<file path="config.mk">
export PLATFORM = sky130hd
export DESIGN_NAME = cafe_dispensador
export DESIGN_NICKNAME = d
export VERILOG_FILES = /design/src/rtl/cafe_pkg.sv /design/src/rtl/cafe_prescaler.sv /design/src/rtl/cafe_dispensador.sv
export SDC_FILE = /design/constraint.sdc
export NUM_CORES = 1
export LEC_CHECK = 0
export CAP_MARGIN = 0
export CORE_MARGIN = 4
export CORE_UTILIZATION = 61
export DETAILED_ROUTE_END_ITERATION = 8
export PLACE_DENSITY_LB_ADDON = 0.15
export SLEW_MARGIN = 20
export SYNTH_ARGS = -nofsm -noshare
export SYNTH_HDL_FRONTEND = slang
export SYNTH_SLANG_ARGS = --single-unit
</file>
<file path="constraint.sdc">
create_clock -name clk -period 8.2 [get_ports clk]
set_input_delay 1.64 -clock clk [delete_from_list [all_inputs] [get_ports clk]]
set_output_delay 1.64 -clock clk [all_outputs]
set_load 0.02 [all_outputs]
</file>
<file path="src/rtl/cafe_pkg.sv">
// Shared types, recipe table and helper functions for the coffee dispensing sequencer.
package cafe_pkg;

  typedef enum logic [2:0] {
    IDLE  = 3'd0,
    CAFE  = 3'd1,
    AGUA  = 3'd2,
    LECHE = 3'd3,
    CHOCO = 3'd4,
    LISTO = 3'd5
  } estado_t;

  typedef logic [1:0] bebida_t;

  localparam int RECETA_W = 4;

  // Rows indexed by drink code, columns {cafe, agua, leche, choco} in time units.
  localparam logic [RECETA_W-1:0] RECETA [4][4] = '{
    '{4'd3, 4'd2, 4'd0, 4'd0},
    '{4'd3, 4'd0, 4'd3, 4'd0},
    '{4'd3, 4'd1, 4'd2, 4'd0},
    '{4'd3, 4'd0, 4'd2, 4'd2}
  };

  function automatic logic es_onehot(input logic [3:0] s);
    return (s != 4'd0) && ((s & (s - 4'd1)) == 4'd0);
  endfunction

  function automatic bebida_t onehot_a_codigo(input logic [3:0] s);
    bebida_t r;
    case (s)
      4'b0010: r = 2'd1;
      4'b0100: r = 2'd2;
      4'b1000: r = 2'd3;
      default: r = 2'd0;
    endcase
    return r;
  endfunction

  // First phase at or after index 'desde' with a non-zero duration; LISTO if none remain.
  function automatic estado_t siguiente_fase(input bebida_t b, input logic [2:0] desde);
    estado_t r;
    r = LISTO;
    for (int i = 3; i >= 0; i--) begin
      if ((i >= int'(desde)) && (RECETA[b][i] != '0)) r = estado_t'(3'(i + 1));
    end
    return r;
  endfunction

  function automatic logic [RECETA_W-1:0] duracion(input bebida_t b, input estado_t e);
    logic [RECETA_W-1:0] r;
    case (e)
      CAFE:    r = RECETA[b][0];
      AGUA:    r = RECETA[b][1];
      LECHE:   r = RECETA[b][2];
      CHOCO:   r = RECETA[b][3];
      default: r = '0;
    endcase
    return r;
  endfunction

endpackage

</file>
<file path="src/rtl/cafe_prescaler.sv">
// Divides the clock by TICK_DIV; emits a one-cycle tick, with synchronous clear and enable.
module cafe_prescaler #(
  parameter int TICK_DIV = 50_000_000
) (
  input  logic clk,
  input  logic rst,
  input  logic clr_i,
  input  logic en_i,
  output logic tick_o
);

  localparam int PW = (TICK_DIV > 1) ? $clog2(TICK_DIV) : 1;
  localparam logic [PW-1:0] ULTIMO = PW'(TICK_DIV - 1);

  logic [PW-1:0] cnt_q, cnt_d;

  always_comb begin
    cnt_d = cnt_q;
    if (clr_i)     cnt_d = '0;
    else if (en_i) cnt_d = (cnt_q == ULTIMO) ? '0 : cnt_q + PW'(1);
  end

  always_ff @(posedge clk or posedge rst) begin
    if (rst) cnt_q <= '0;
    else     cnt_q <= cnt_d;
  end

  assign tick_o = en_i && (cnt_q == ULTIMO);

endmodule

</file>
<file path="src/rtl/cafe_dispensador.sv">
// Timed valve sequencer for four drink recipes. Optional cup sensor with pause/resume
// is enabled by defining CAFE_TAZA_EN.
module cafe_dispensador
  import cafe_pkg::*;
#(
  parameter int TICK_DIV = 50_000_000,
  parameter int DUR_W    = 4
) (
  input  logic       clk,
  input  logic       rst,
  input  logic       aceptada,
  input  logic [3:0] seleccion,
  input  logic       cancelar,
`ifdef CAFE_TAZA_EN
  input  logic       taza_presente,
`endif
  output logic       valvula_cafe,
  output logic       valvula_agua,
  output logic       valvula_leche,
  output logic       valvula_choco,
  output logic       ocupado,
  output logic       listo,
  output logic       rechazo,
  output logic [1:0] bebida_actual,
  output estado_t    estado_dbg_o
);

  logic taza;
`ifdef CAFE_TAZA_EN
  assign taza = taza_presente;
`else
  assign taza = 1'b1;
`endif

  estado_t          estado_q, estado_d;
  bebida_t          bebida_q, bebida_d;
  logic             rechazo_q, rechazo_d;
  logic [DUR_W-1:0] unid_q, unid_d;
  logic [DUR_W-1:0] dur;
  logic             en_fase, corre, clr, tick, fin_fase;

  assign en_fase  = (estado_q == CAFE) || (estado_q == AGUA) ||
                    (estado_q == LECHE) || (estado_q == CHOCO);
  // A missing cup freezes both timers and closes every valve while the state holds.
  assign corre    = en_fase && taza;
  assign clr      = (estado_d != estado_q);
  assign dur      = DUR_W'(duracion(bebida_q, estado_q));
  assign fin_fase = tick && (unid_q == (dur - DUR_W'(1)));

  cafe_prescaler #(.TICK_DIV(TICK_DIV)) u_prescaler (
    .clk    (clk),
    .rst    (rst),
    .clr_i  (clr),
    .en_i   (corre),
    .tick_o (tick)
  );

  always_comb begin
    estado_d  = estado_q;
    bebida_d  = bebida_q;
    rechazo_d = 1'b0;
    if (estado_q == IDLE) begin
      if (aceptada) begin
        if (cancelar || !es_onehot(seleccion) || !taza) begin
          rechazo_d = 1'b1;
        end else begin
          bebida_d = onehot_a_codigo(seleccion);
          estado_d = siguiente_fase(bebida_d, 3'd0);
        end
      end
    end else begin
      rechazo_d = aceptada;
      if (cancelar)                estado_d = IDLE;
      else if (estado_q == LISTO)  estado_d = IDLE;
      // Phase index of the state after the current one equals the current encoding.
      else if (fin_fase)           estado_d = siguiente_fase(bebida_q, estado_q);
    end
  end

  always_comb begin
    unid_d = unid_q;
    if (clr)       unid_d = '0;
    else if (tick) unid_d = unid_q + DUR_W'(1);
  end

  always_ff @(posedge clk or posedge rst) begin
    if (rst) begin
      estado_q  <= IDLE;
      bebida_q  <= '0;
      rechazo_q <= 1'b0;
      unid_q    <= '0;
    end else begin
      estado_q  <= estado_d;
      bebida_q  <= bebida_d;
      rechazo_q <= rechazo_d;
      unid_q    <= unid_d;
    end
  end

  assign valvula_cafe  = (estado_q == CAFE)  && taza;
  assign valvula_agua  = (estado_q == AGUA)  && taza;
  assign valvula_leche = (estado_q == LECHE) && taza;
  assign valvula_choco = (estado_q == CHOCO) && taza;
  assign ocupado       = (estado_q != IDLE);
  assign listo         = (estado_q == LISTO);
  assign rechazo       = rechazo_q;
  assign bebida_actual = ocupado ? bebida_q : 2'd0;
  assign estado_dbg_o  = estado_q;

endmodule

</file>
# == After elaboration in Yosys (flattened, before gate mapping) ==
# Index checks and enable logic that the tools add are counted.
# op_classes
n_addsub,4
n_lt_le_gt_ge,6
n_eq_ne,11
n_mux,34
bitwise,4
n_reduce_logical,27
# ops
op,n
two-way mux 26 bit,3
binary-select mux 16 bit (select 2 bit),2
two-way mux 16 bit,4
two-way mux 3 bit,12
nonzero test 4 bit,9
adder 26 x 1 -> 26 bit (second input constant),1
== test 26 bit (second input constant),1
one-hot mux 4 bit (4 select lines),1
two-way mux 2 bit,4
two-way mux 4 bit,2
subtractor 4 x 1 -> 4 bit (second input constant),2
logical AND 1 bit,7
== test 3 x 2 -> 1 bit (second input constant),2
== test 3 bit (second input constant),2
greater-or-equal comparator 1 x 3 -> 1 bit (first input constant),2
greater-or-equal comparator 2 x 3 -> 1 bit (first input constant),2
greater-or-equal comparator 3 bit (second input constant),2
inverter 2 -> 3 bit,2
one-hot mux 2 bit (3 select lines),1
two-way mux 1 bit,5
adder 4 x 1 -> 4 bit (second input constant),1
bitwise AND 4 bit,1
== test 4 x 2 -> 1 bit (second input constant),1
== test 4 x 3 -> 1 bit (second input constant),1
other kinds (12),16
# totals
reg_bits,36
in_bits,8
out_inout_bits,12
elab_cells,91

# == Longest topological paths before layout ==
# Gate-level depths: netlist of run 1.
# depth
depth_word,23
mapped_depth,11
depth_no_buf,10

# == Hierarchy ==
# Synthesis of run 1 repeated with hierarchy kept, for this count alone.
# hier_totals
hier_cells,259
hier_area_um2,2296.0
# by_module_without_submodules
mod,instances,cells_each,area_per_inst_um2,seq_area_each_um2
cafe_prescaler,1,151,1433.9,650.6
cafe_dispensador,1,108,862.1,250.2

# == Worst setup path after synthesis of run 1 ==
# Ideal clock, no wire load.
# synth_path
path_type,input-to-reg
from,in seleccion[3]
to,reg u_prescaler.cnt_q[10]
setup_time_ps,124
t_arrival_ps,3383
required_ps,8076
slack_ps,4692
path_stages,7
n_path_buf,1
cell_sequence,o21a_1 > a211o_1 > a2111oi_0 > nor2_1 > o31ai_1 > buf_2 > nor3_1
# synth_via
elab_chain_cells,19
elab_cells_between_ends,32
classes_between,1 x add/sub; 4 x eq/ne; 15 x mux; 2 x bitwise; 10 x reduce/logical
# synth_lines
item,line_no,text
"start, declared",cafe_dispensador.sv:12,"input logic [3:0] seleccion,"
"== test 4 bit, or another cell as far along",cafe_pkg.sv:31,case (s)
one-hot mux 2 bit (3 select lines),cafe_pkg.sv:31,
two-way mux 2 bit,cafe_dispensador.sv:64,if (cancelar || !es_onehot(seleccion) || !taza) begin
two-way mux 2 bit,cafe_dispensador.sv:63,if (aceptada) begin
two-way mux 2 bit,cafe_dispensador.sv:62,if (estado_q == IDLE) begin
inverter 2 -> 3 bit (not written as such),cafe_pkg.sv:45,if ((i >= int'(desde)) && (RECETA[b][i] != '0)) r = estado_t'(3'(i + 1));
binary-select mux 16 bit (select 2 bit),cafe_pkg.sv:45,
two-way mux 16 bit (not written as such) (2 in a row),cafe_pkg.sv:45,
nonzero test 4 bit,cafe_pkg.sv:45,
two-way mux 1 bit,cafe_pkg.sv:45,
two-way mux 3 bit (3 in a row),cafe_pkg.sv:45,
two-way mux 3 bit (*),cafe_dispensador.sv:64,
two-way mux 3 bit (*),cafe_dispensador.sv:63,
two-way mux 3 bit (*),cafe_dispensador.sv:62,
inequality test 3 bit (*),cafe_dispensador.sv:46,assign clr = (estado_d != estado_q);
two-way mux 26 bit or nonzero test 2 bit (tied branches),n/a,
"end signal, assigned",cafe_prescaler.sv:25,else cnt_q <= cnt_d;
"end, declared",cafe_prescaler.sv:15,"logic [PW-1:0] cnt_q, cnt_d;"
# Mark *: on every way between the ends. The rest lies on a longest branch, timed or not. The select of a mux whose other input is x is not followed.
# A chain may end at the register's enable or synchronous reset.

# == Worst setup path in the final report of run 1 ==
# layout_path
from,reg estado_q[2] (netlist: estado_dbg_o[2])
to,out bebida_actual[1]
# layout_via
elab_chain_cells,2
# layout_lines
item,line_no,text
"start, declared",cafe_dispensador.sv:35,"estado_t estado_q, estado_d;"
"start signal, assigned",cafe_dispensador.sv:93,estado_q <= estado_d;
nonzero test 3 bit,cafe_dispensador.sv:104,assign ocupado = (estado_q != IDLE);
two-way mux 2 bit,cafe_dispensador.sv:107,assign bebida_actual = ocupado ? bebida_q : 2'd0;
"end, declared",cafe_dispensador.sv:24,"output logic [1:0] bebida_actual,"
# No other way between the ends.

==> results of run 1 <==
-- layer usage --
layer | vias to the layer above | GRT usage (%)
met5 | - | 0
met4 | 0 | 9.873
met3 | 7 | 5.228
met2 | 20 | 35.34
met1 | 863 | 31.65
li1 | 898 | -
-- registers in the layout, indices dropped and copies added, names as in the netlist --
signal / flops
bebida_q: 2
estado_dbg_o: 3
rechazo: 1
u_prescaler.cnt_q: 26
unid_q: 4
-- stage by stage --
stage | power, uW | hold WS [ps]
after global routing | 351.3 | 585.8
after global placement | 236.4 | 516.8
after floorplan | 222.4 | 497.7
after detailed placement | 238.4 | 532.7
after CTS | 338.4 | 557.4
final | 335.2 | 546.0
-- layout make-up --
cell class	count	area [um^2]	area share (%)
Clock buffer	6	51.30	2.109
Clock inverter	2	10.01	0.4115
Inverter	5	18.77	0.7716
Multi-Input combinational cell	193	1181	48.56
Sequential cell	36	900.9	37.04
Tap cell	46	57.56	2.366
Timing Repair Buffer	22	212.7	8.745
-- kinds of logic after synthesis --
group | count (synthesis) | synth area share, %
xor+xnor | 24 | 9.876
mux | 3 | 1.528
compound gates | 38 | 10.58
simple gates | 125 | 31.51
buf+inv | 13 | 2.410
flops | 36 | 42.33
fa+ha+maj | 3 | 1.764
-- Yosys cell counts, drive strengths merged --
library cell	count	area, um^2
nor3	11	66.32
nand4	8	50.05
or4	2	18.77
mux2	2	22.52
o21ai	13	65.06
nor2b	3	18.77
a21boi	1	7.510
nand2	23	93.84
ha	3	37.54
a31oi	1	6.260
nand3	8	40.04
and2	6	37.54
and3	5	31.28
a211o	1	8.760
and4	2	17.52
nand4b	1	8.760
or3	4	25.02
a31o	1	8.760
dfrtp	36	900.9
inv	5	18.77
mux2i	1	10.01
o21a	4	30.03
o22ai	1	6.260
xor2	16	140.1
nand2b	3	18.77
a2111oi	1	8.760
a21oi	12	60.06
o31ai	1	7.510
o21bai	1	7.510
or4b	2	20.02
o311ai	1	8.760
nor4b	2	17.52
nand3b	2	15.01
clkbuf	6	22.52
and2b	2	15.01
nor3b	2	15.01
buf	2	10.01
nor2	34	127.6
xnor2	8	70.07
nor4	4	25.02
and3b	1	8.760
-- report_power, final --
group | internal [uW] | switching, uW
clock | 40.8 | 59.6
sequential | 185 | 10.1
combinational | 17.2 | 22.1
-- tightest hold or removal path, delay by kind of cell, from the launching register on --
family	cells	cell delay, ps
flops	1	380
xor+xnor	1	70
simple gates	1	70
-- final timing paths --
| kind | endpoint |
|---|---|
| worst max-delay path | bebida_actual[1] |
| worst min-delay path | u_prescaler.cnt_q[15]$_DFFE_PP0P_ |
| worst max register to register | u_prescaler.cnt_q[10]$_DFFE_PP0P_ |
| worst min register to register | u_prescaler.cnt_q[15]$_DFFE_PP0P_ |
| max in group asynchronous | estado_dbg_o[2]$_DFF_PP0_ |
| min in group asynchronous | u_prescaler.cnt_q[3]$_DFFE_PP0P_ |
==> flow_metrics.env, run 1 <==
export IMPL_status="complete, no violations"
export IMPL_die_h_um=67.07
export IMPL_root_buffer="clkbuf_4"
export IMPL_routed_top_layer="met4"
export IMPL_required_ps=6560
export IMPL_fin_crit_sh_pct=45.98
export IMPL_avgRoutedWirePerCell_um=14.40
export IMPL_routedLengthMet1_um=2182
export IMPL_synth_cell_types=44
export IMPL_critPathTopFamily="buffers and inverters"
export IMPL_power_density_nw_per_um2=137.8
export IMPL_grt_setup_unrepaired="no"
export IMPL_cp_num_buf_inv=2
export IMPL_cp_depth=4
export IMPL_path_class="flop to output port"
export IMPL_synth_cells=242
export IMPL_ys_warn_count=0
export IMPL_grt_pass1_vias=1774
export IMPL_finish_utilization_pct=72.32
export IMPL_grt_ovfl_total=0
export IMPL_finalClockSkew_ps=9.785
export IMPL_port_buffers=19
export IMPL_holdPathStages=2
export IMPL_die_w_um=67.07
export IMPL_fp_coreArea_um2=3363
export IMPL_arrival_ps=2130
export IMPL_syn_area_um2=2128
export IMPL_ant_nets=0
export IMPL_wirelength_um=4465
export IMPL_dr_total_vias=1788
export IMPL_tightest_slew_ps=856.0
export IMPL_hp_class="flop to flop"
export IMPL_drive_gt1_share_pct=6.439
export IMPL_slowest_stage="dfrtp_1"
export IMPL_syn_to_final_growth_pct=14.29
export IMPL_final_common_cell="dfrtp_1"
export IMPL_grt_first_pass_wirelength_um=7914
export IMPL_place_area_um2=2371
export IMPL_num_fill_cells=281
export IMPL_cts_buffers=5
export IMPL_period_needed_ps=3771
export IMPL_ir_drop_mv=0.09526
export IMPL_cts_tree="yes"
export IMPL_slowest_delay_ps=550
export IMPL_crit_chain="nor3_1, inv_1, and2_1, clkdlybuf4s50_1"
export IMPL_cts_sinks=36
export IMPL_drv_cap=0
export IMPL_ctsHoldBuffers=0
export IMPL_dr_wl_met3_um=127
export IMPL_met2_length_um=2094
export IMPL_ys_seq_elements=36
export IMPL_cts_clk_slew_worst_paths_ps=110
export IMPL_antenna_found_initial=0
export IMPL_mostFrequentLayoutCells="36 x dfrtp_1, 34 x nor2_1, 22 x nand2_1, 19 x clkdlybuf4s50_1, 16 x xor2_1"
export IMPL_grt_usage_pct=23.26
export IMPL_cts_setup_buffers=0
export IMPL_fin_area_um2=2432
export IMPL_nNetsFinal=274
export IMPL_clockBufferDepth=2
export IMPL_initial_core_util_pct=63.28
export IMPL_final_max_slew_viol_count=0
export IMPL_postSynthAreaPerCell_um2=8.795
export IMPL_antenna_cells=0
export IMPL_max_freq_ghz=0.2652
export IMPL_hold_viol_final=0
export IMPL_final_cells=310
export IMPL_reg2reg_from="u_prescaler.cnt_q[11]$_DFFE_PP0P_"
export IMPL_place_ws_ps=4359
export IMPL_r2r_slack_ps=5350
export IMPL_dp_hpwl_um=3223
export IMPL_placedCellCount=302
export IMPL_viasPerCell=5.768
export IMPL_holdCritStartpoint="u_prescaler.cnt_q[15]$_DFFE_PP0P_"
export IMPL_path_max_fanout=15
export IMPL_endpoint_kind="output port"
export IMPL_synth_nets=253
export IMPL_reg2reg_depth=7
export IMPL_cp_start_kind="flop"
export IMPL_seq_area_frac_synth_pct=42.33
export IMPL_io_pins=20
export IMPL_setup_violations=0
export IMPL_dr_pass1_iters=4
export IMPL_die_area_um2=4498
export IMPL_cts_resized=0
export IMPL_rows=21
export IMPL_fin_tns_setup_ps=0
export IMPL_p_leak_uw=0.001071
export IMPL_htree_levels=2
export IMPL_max_slew_margin_pct=42.41
export IMPL_worstSkewPairLatency_ps=340
export IMPL_crit_path_start="estado_dbg_o[2]$_DFF_PP0_"
export IMPL_gp_congestion=0.8125
export IMPL_grt_start_max_net_pins=37
export IMPL_drc_errors=0
export IMPL_fin_ws_ps=4429
export IMPL_drtIter0Drc=134
Power figures use the tool's default switching activity.
==> run 2, diff against run 1 <==
--- a/config.mk
+++ b/config.mk
@@ -7,7 +7,7 @@
 export LEC_CHECK = 0
 export CAP_MARGIN = 0
 export CORE_MARGIN = 4
-export CORE_UTILIZATION = 61
+export CORE_UTILIZATION = 57
 export DETAILED_ROUTE_END_ITERATION = 8
 export PLACE_DENSITY_LB_ADDON = 0.15
 export SLEW_MARGIN = 20
==> constraint.sdc (replaced) <==
create_clock -name clk -period 3.5 [get_ports clk]
set_input_delay 0.7 -clock clk [delete_from_list [all_inputs] [get_ports clk]]
set_output_delay 0.7 -clock clk [all_outputs]
set_load 0.02 [all_outputs]
==> run 2 against run 1 <==
  * Via count shrank 0.11%
  * Highest routed layer unchanged
  * Setup slack lost 3800 ps
  * Core utilization shrank 1.4 points
  * Global-route usage shrank 3.3 points
  * Clock skew shrank 2.9 ps
  * Clock power grew to 3.0 times the previous value
  * Sequential share of layout area shrank 0.43 points
  * Combinational power grew 130%
  * Non-clock buffer count is the same
==> flow_metrics.env, run 2 (synthesis results as in run 1) <==
export IMPL_max_slew_margin_pct=36.38
export IMPL_tightest_slew_ps=945.7
export IMPL_drtIter0Drc=88
export IMPL_dr_total_vias=1786
export IMPL_mostFrequentLayoutCells="36 x dfrtp_1, 34 x nor2_1, 22 x nand2_1, 19 x clkdlybuf4s50_1, 16 x xor2_1"
export IMPL_final_common_cell="dfrtp_1"
export IMPL_ant_nets=0
export IMPL_cts_resized=0
export IMPL_cts_buffers=5
export IMPL_rows=21
export IMPL_htree_levels=2
export IMPL_status="complete, no violations"
export IMPL_die_w_um=69.11
export IMPL_io_pins=20
export IMPL_grt_pass1_vias=1696
export IMPL_grt_ovfl_total=0
export IMPL_antenna_found_initial=0
export IMPL_power_uw=852.9
export IMPL_die_area_um2=4776
export IMPL_nNetsFinal=274
export IMPL_finalClockSkew_ps=6.883
export IMPL_largest_reg_flops=26
export IMPL_required_ps=3670
export IMPL_ctsHoldBuffers=0
export IMPL_hold_ws_ps=543.5
export IMPL_drv_cap=0
export IMPL_cp_depth=7
export IMPL_reg2reg_depth=7
export IMPL_ir_drop_mv=0.2118
export IMPL_cp_num_buf_inv=1
export IMPL_fin_crit_sh_pct=81.81
export IMPL_grt_usage_pct=20.01
export IMPL_fp_coreArea_um2=3468
export IMPL_port_buffers=19
export IMPL_r2r_slack_ps=640
export IMPL_grt_start_max_net_pins=37
export IMPL_setup_violations=0
export IMPL_crit_path_end="u_prescaler.cnt_q[10]$_DFFE_PP0P_"
export IMPL_period_needed_ps=2863
export IMPL_cts_clk_slew_worst_paths_ps=70
export IMPL_cp_start_kind="flop"
export IMPL_crit_chain="or4b_1, or4_4, nor3_4, o311ai_0, o31ai_2, buf_4, nor3_1"
export IMPL_critPathTopFamily="simple AND/OR/NAND/NOR gates"
export IMPL_hold_viol_final=0
export IMPL_cts_tree="yes"
export IMPL_power_density_nw_per_um2=346.6
export IMPL_arrival_ps=3040
export IMPL_worstSkewPairLatency_ps=290
export IMPL_top_register="u_prescaler.cnt_q"
export IMPL_max_freq_ghz=0.3492
export IMPL_worstReg2RegEnd="u_prescaler.cnt_q[10]$_DFFE_PP0P_"
export IMPL_use_met3_pct=4.506
export IMPL_top_usage_layer="met2"
export IMPL_die_h_um=69.11
export IMPL_avgRoutedWirePerCell_um=14.30
export IMPL_viasPerCell=5.761
export IMPL_path_class="flop to flop"
export IMPL_dp_hpwl_um=3149
export IMPL_path_max_fanout=20
export IMPL_hp_class="flop to flop"
export IMPL_grt_first_pass_wirelength_um=7845
export IMPL_slowest_stage="or4b_1"
export IMPL_reg2reg_from="u_prescaler.cnt_q[11]$_DFFE_PP0P_"
export IMPL_clockBufferDepth=2
export IMPL_initial_core_util_pct=61.36
export IMPL_grt_setup_unrepaired="no"
export IMPL_antenna_cells=0
export IMPL_cts_setup_buffers=0
export IMPL_met2_usage_pct=29.13
export IMPL_cts_sinks=36
export IMPL_drive_gt1_share_pct=5.682
export IMPL_drc_errors=0
export IMPL_p_leak_uw=0.001079
export IMPL_fin_tns_setup_ps=0
export IMPL_gp_congestion=0.8646
export IMPL_dr_pass1_iters=5
export IMPL_slowest_delay_ps=530
export IMPL_syn_to_final_growth_pct=15.64
export IMPL_wirelength_um=4433
export IMPL_final_max_slew_viol_count=0
export IMPL_grt_use_met1_pct=29.00
export IMPL_root_buffer="clkbuf_8"
export IMPL_crit_path_start="u_prescaler.cnt_q[11]$_DFFE_PP0P_"
export IMPL_endpoint_kind="flop"
==> run 2: layout make-up <==
type	instances	area, um^2
multi-input cells	193	1181
fillers	279	1007
flip-flops and latches	36	900.9
repair buffers	22	212.7
clock buffers	8	90.09
well taps	46	57.56
inverters	5	18.77
==> run 2: report_power, final <==
part	switching [uW]	internal (uW)	total (uW)
combinational	51.7	40.3	91.9
sequential	22.2	435	457
clock	144	160	304
==> run 2: metrics by stage <==
step           cell area [um^2]  cells  utilization, %  worst slack (ps)
3_5_place_dp               2371    302           68.36             561.3
2_1_floorplan              2128    242               -             896.5
6_report                   2461    310           70.96             636.6
4_1_cts                    2461    310           70.96             651.0
5_1_grt                    2461    310           70.96             454.4
3_3_place_gp               2371    302           68.36             668.7
==> run 2: per-layer routing <==
metal / wire length [um] / vias up
li1: - / 898
met1: 2236 / 852
met2: 1990 / 29
met3: 142 / 7
met4: 63 / 0
met5: 0 / -
==> run 2: worst reg2reg max path, stage by stage (launching register included) <==
cell	delay, ps
dfrtp_1	440
or4b_1	530
or4_4	510
nor3_4	390
o311ai_0	260
o31ai_2	230
buf_4	280
nor3_1	90
==> run 2: worst min-delay path by stage <==
stage | end | slack, ps | depth (start not counted) | from
finish | u_prescaler.cnt_q[25]$_DFFE_PP0P_ | 540 | 2 | u_prescaler.cnt_q[25]$_DFFE_PP0P_
global route | u_prescaler.cnt_q[25]$_DFFE_PP0P_ | 580 | 2 | u_prescaler.cnt_q[25]$_DFFE_PP0P_
CTS | u_prescaler.cnt_q[15]$_DFFE_PP0P_ | 540 | 2 | u_prescaler.cnt_q[15]$_DFFE_PP0P_
detailed placement | u_prescaler.cnt_q[15]$_DFFE_PP0P_ | 530 | 2 | u_prescaler.cnt_q[15]$_DFFE_PP0P_
global placement | u_prescaler.cnt_q[15]$_DFFE_PP0P_ | 520 | 2 | u_prescaler.cnt_q[15]$_DFFE_PP0P_
floorplan | u_prescaler.cnt_q[15]$_DFFE_PP0P_ | 500 | 2 | u_prescaler.cnt_q[15]$_DFFE_PP0P_
